File: config.mk
export PLATFORM = sky130hd
export DESIGN_NAME = inst_decode_queue
export DESIGN_NICKNAME = d
export VERILOG_FILES = /design/src/rtl/inst_decode_queue.sv
export SDC_FILE = /design/constraint.sdc
export NUM_CORES = 1
export LEC_CHECK = 0
export CAP_MARGIN = 10
export CORE_MARGIN = 3
export CORE_UTILIZATION = 45
export CTS_CLUSTER_DIAMETER = 100
export DETAILED_ROUTE_END_ITERATION = 12
export GPL_ROUTABILITY_DRIVEN = 1
export PLACE_DENSITY = 0.7
export SYNTH_ARGS = -nofsm -noshare
export SYNTH_HDL_FRONTEND = slang
export SYNTH_SLANG_ARGS = --single-unit
File: constraint.sdc
create_clock -name clk -period 4.5 [get_ports clk]
set_input_delay 0.45 -clock clk [delete_from_list [all_inputs] [get_ports clk]]
set_output_delay 0.45 -clock clk [all_outputs]
set_load 0.01 [all_outputs]
File: src/rtl/inst_decode_queue.sv
// Instruction queue between the RAM fetch port and execute: DEPTH-entry FIFO of {pc, inst}
// with a combinational RV32I decode of the head. Optional perf counters: INST_QUEUE_PERF_EN.
module inst_decode_queue #(
  parameter int DEPTH = 4,
  parameter int XLEN  = 32
) (
  input  logic                       clk,
  input  logic                       rst,
  input  logic                       flush,
  input  logic                       in_valid,
  input  logic [XLEN-1:0]            in_pc,
  input  logic [XLEN-1:0]            in_inst,
  output logic                       in_ready,
  output logic                       out_valid,
  input  logic                       out_ready,
  output logic [XLEN-1:0]            out_pc,
  output logic [XLEN-1:0]            out_inst,
  output logic [6:0]                 out_opcode,
  output logic [4:0]                 out_rd,
  output logic [4:0]                 out_rs1,
  output logic [4:0]                 out_rs2,
  output logic [2:0]                 out_funct3,
  output logic [6:0]                 out_funct7,
  output logic [XLEN-1:0]            out_imm,
  output logic                       out_illegal,
  output logic [$clog2(DEPTH):0]     count
`ifdef INST_QUEUE_PERF_EN
  ,
  output logic [31:0]                perf_pop_cnt,
  output logic [31:0]                perf_full_cyc
`endif
);
  localparam int AW = $clog2(DEPTH);
  localparam int CW = AW + 1;

  logic [XLEN-1:0] pc_mem   [DEPTH];
  logic [XLEN-1:0] inst_mem [DEPTH];
  logic [AW:0]     wr_ptr, rd_ptr;
  logic            rdy_q;
  logic            push, pop, full;
  logic [XLEN-1:0] head;
  logic            legal_op;

  assign count     = wr_ptr - rd_ptr;
  assign full      = (count == CW'(DEPTH));
  // rdy_q keeps in_ready low until the first cycle after reset release
  assign in_ready  = rdy_q & ~full;
  assign out_valid = (count != '0);
  assign push      = in_valid & in_ready;
  assign pop       = out_valid & out_ready;

  always_ff @(posedge clk) begin
    if (!rst) begin
      wr_ptr <= '0;
      rd_ptr <= '0;
      rdy_q  <= 1'b0;
    end else begin
      rdy_q <= 1'b1;
      if (flush) begin
        wr_ptr <= '0;
        rd_ptr <= '0;
      end else begin
        if (push) wr_ptr <= wr_ptr + 1'b1;
        if (pop)  rd_ptr <= rd_ptr + 1'b1;
      end
    end
  end

  always_ff @(posedge clk) begin
    if (push) begin
      pc_mem[wr_ptr[AW-1:0]]   <= in_pc;
      inst_mem[wr_ptr[AW-1:0]] <= in_inst;
    end
  end

  // Zeroing the head word zeroes every decoded field when the queue is empty
  assign head       = out_valid ? inst_mem[rd_ptr[AW-1:0]] : '0;
  assign out_pc     = out_valid ? pc_mem[rd_ptr[AW-1:0]] : '0;
  assign out_inst   = head;
  assign out_opcode = head[6:0];
  assign out_rd     = head[11:7];
  assign out_funct3 = head[14:12];
  assign out_rs1    = head[19:15];
  assign out_rs2    = head[24:20];
  assign out_funct7 = head[31:25];

  always_comb begin
    out_imm  = '0;
    legal_op = 1'b1;
    case (head[6:0])
      7'b0000011, 7'b0010011, 7'b1100111, 7'b1110011:
        out_imm = {{20{head[31]}}, head[31:20]};
      7'b0100011:
        out_imm = {{20{head[31]}}, head[31:25], head[11:7]};
      7'b1100011:
        out_imm = {{19{head[31]}}, head[31], head[7], head[30:25], head[11:8], 1'b0};
      7'b0110111, 7'b0010111:
        out_imm = {head[31:12], 12'b0};
      7'b1101111:
        out_imm = {{11{head[31]}}, head[31], head[19:12], head[20], head[30:21], 1'b0};
      7'b0110011, 7'b0001111:
        out_imm = '0;
      default:
        legal_op = 1'b0;
    endcase
  end

  assign out_illegal = out_valid & (~legal_op | (head[1:0] != 2'b11));

`ifdef INST_QUEUE_PERF_EN
  // Flush deliberately leaves these running; only reset clears them
  always_ff @(posedge clk) begin
    if (!rst) begin
      perf_pop_cnt  <= '0;
      perf_full_cyc <= '0;
    end else begin
      if (pop)  perf_pop_cnt  <= perf_pop_cnt + 32'd1;
      if (full) perf_full_cyc <= perf_full_cyc + 32'd1;
    end
  end
`endif

endmodule
==> results.md <==
- Status: complete, no violations
- Largest net degree at the start of global routing: 65
- CP required: between 4000 and 5000 ps
- YS warnings: 0
- Worst R2R Start: wr_ptr[0]
- Pre-antenna DRT Iters: 6
- Multi-input logic area: 2610 um2
- Flop pwr share: 50.5%
- Diode count: 0
- Worst Skew: around 14 ps
- Final slew viol count: 0
- Initial antenna violation count: 2
- #FFs+latches synth: around 270
- CP Max Fanout: 7
- Synth cell types: 48
- Cell area after synthesis: 10900 um2
- RSZ-0062 raised after global routing: false
- Minimum clock period: between 4000 and 5000 ps
- Register area: 7880 um2
- Global-route wire length before repair: between 30000 and 40000 um
- Setup-failing EPs final: 0
- Synth-to-Final Area Change: 28.1%
- Worst reg2reg endpoint: inst_mem[1][21]
- Final WL: ~24000 um
- Mapped Cells: about 580
- Rel. slew slack: a little under 30%
- CTS Buffer Depth: 3
- DRT antenna net count: 0
- Final cell count without fillers: around 1100
- Syn avg cell area: 18.9 um2
- Vias in the first global route: around 6300
- Site Rows: 56
- Top post-synthesis cells by area: edfxtp_1 71%, mux4_2 12%, and2_1 3.1%
- H-tree depth: 1
- PortBufs: 202
- Remaining global-route overflow: 0
- Average wire per standard cell: about 22 um
- Switching power total: ~1100 uW
- Hold Crit Class: input pin to flip-flop
- Utilization after layout: 59.1%
- Gr usage total: between 10% and 20%
- Root Driver: clkbuf_16
- Full die area: roughly 26000 um2
- Syn_nets: roughly 650
- Arrival time at the worst endpoint: between 3000 and 4000 ps
- Crit share post-route: a little over nine tenths
- Worst setup path endpoint: out_imm[21]
- Clk pwr share: 41.5%
- Sw Share: around a fifth
- Internal cell power: approximately 4400 uW
- Initial Util: between 40 and 50%
- Pwr Density: approximately 400 nW/um2
- Register area share after synthesis: between 70% and 80%
- CTS Buf Count: 27
- Gate power share: around 8%
- Worst slew pin tran: 1070 ps
- MaxCap Viol Count: 0
- Number of fill cells: ~1700
- Chip height: ~160 um
- Leakage: between 0.004 and 0.005 uW
- Crit path from: wr_ptr[0]
- TritonCTS clock tree: yes
- Die span in x: roughly 160 um
- Max VDD drop: around 0.34 mV
- Critical path launch point type: flip-flop
- Fin nets: approximately 840
- CTS Hold Buffers Added: 0
- Post-CTS setup buffers: 0
- Async set-reset flop share out of synthesis: 0%
- Final hold vios: 0
- Share of cells above drive strength 1: between 15 and 20%
- Yosys top cell area share: between 70% and 80%
- Core area: 23600 um2
- Clock sinks: about 270
- Reg2Reg Depth: 6
- Max Freq: 231 MHz
- Vias: between 5000 and 6000
- TNS Setup: 0 ps
- Number of synthesized flops with an enable pin: around 260
- Placed Instances: between 1000 and 1500
- Crit. End Element: output port
- Worst skew pair latency: roughly 530 ps
- Top_reg_cell synth: edfxtp_1
- Dominant cell type by area after synthesis: edfxtp_1
- Vias per cell: between 5 and 6
- Io pins: ~200
- R2R Setup Slk: around 1100 ps
- DP Wirelength: roughly 15000 um
- Kind of critical path: flip-flop to output port
- RePlAce Congestion: about 0.78
- Clock-pin slew on the worst setup and hold paths: 60 ps
- DRC viols: 0
- Starting DRT DRC Count: 298
## worst min-delay path by stage
stage,start,endpoint,slack (ps),depth (start not counted)
after floorplan,wr_ptr[1],wr_ptr[1],470,2
after global placement,wr_ptr[1],wr_ptr[1],480,2
after detailed placement,wr_ptr[1],wr_ptr[1],510,2
after CTS,rst,rdy_q,380,1
after global routing,rst,rdy_q,410,1
final,rst,rdy_q,410,1
## metal layers
metal / GRT usage, % / vias up / share of wire, %
met5: 0 / - / 0.11
met4: 4.89 / 4 / 2.3
met3: 4.28 / 41 / 6.7
met2: 31.3 / 197 / 52
met1: 22.9 / 3003 / 39
li1: - / 2612 / -
## power by group through the flow
stage               Combinational (uW)  Sequential, uW  Clock [uW]
floorplan                          208            2810           0
global placement                   427            2800           0
detailed placement                 436            2810           0
CTS                                438            2760        2320
global route                       465            2760        2420
finish                             435            2750        2260
## cell usage in the layout, fill, tap and decap left out, types with 4 or more instances in the layout
cell type        instances
a21oi_1                  4
and2_1                  54
and3_4                   4
buf_4                    6
bufinv_16                5
clkbuf_1                 4
clkbuf_16               27
clkdlybuf4s50_1        202
clkinv_1                 7
clkinv_2                 5
dfxtp_1                  7
edfxtp_1               256
ha_1                     6
inv_1                   15
mux2_2                   4
mux2i_1                  4
mux4_2                  60
nand2_1                 17
nand3_1                  5
nor2_1                  11
nor2b_1                  8
o21ai_0                  6
o21ai_1                  5
o22ai_1                  6
o2bb2ai_1                8
o32ai_1                  5
## area by class of cell
cell class | instances | area share (%)
flip-flops and latches | 265 | 56.4
inverters | 17 | 0.475
well taps | 319 | 2.86
repair buffers | 210 | 15.0
multi-input cells | 238 | 18.7
clock inverters | 19 | 1.56
clock buffers | 31 | 4.95
## state kept, by name (all words and copies together) (netlist names), named ones only
name	count
rd_ptr	3
pc_mem	128
wr_ptr	3
inst_mem	128
rdy_q	1
## logic make-up (layout without fill, tap and decap cells)
group                      count (synthesis)  after routing  share of synthesized area (%)
AOI/OAI and AO/OA                         47             47                           3.23
xor gates and xnor gates                   5              5                          0.551
adders and majority gates                  7              7                          0.873
buffers and inverters                     75            277                           4.09
DFF                                      265            265                           72.2
muxes                                     69             69                           13.3
and+or+nand+nor                          110            110                           5.74
## critical path: stages, from the launching register on
cell             delay [ps]
dfxtp_1                 370
inv_1                   120
ha_1                    230
fa_1                    370
xor3_2                  350
o21ai_1                 210
nor4_2                  580
buf_4                   270
inv_2                    80
o22ai_1                 190
clkdlybuf4s50_1         580
## Yosys cell counts (4+ instances only)
master,instances
o21ai_1,5
a21oi_1,4
and3_1,6
edfxtp_1,256
dfxtp_1,9
nor2b_1,8
ha_1,6
mux4_2,60
o22ai_1,6
o32ai_1,5
mux2_2,4
nor2_1,11
nand3_1,5
buf_2,8
nand2_1,17
buf_4,35
inv_1,16
clkbuf_1,10
o21ai_0,6
o2bb2ai_1,8
mux2i_1,4
and2_1,54
## through the flow
step | hold WS, ps | instance area, um2 | total power [uW] | setup slack [ps]
floorplan | 469 | 10900 | 3010 | 597
global placement | 479 | 13000 | 3230 | 547
detailed placement | 507 | 13000 | 3240 | 391
CTS | 384 | 13900 | 5510 | 44.0
global route | 405 | 14000 | 5640 | 15.4
finish | 410 | 14000 | 5450 | 172
## timing repair
item,4_1_cts,5_1_grt
endpoints found under the hold margin,0,0
pin swaps,0,0
setup endpoints to repair,6,24
gates resized for setup,1,2
Note: power is estimated with default switching activity, not from simulation.
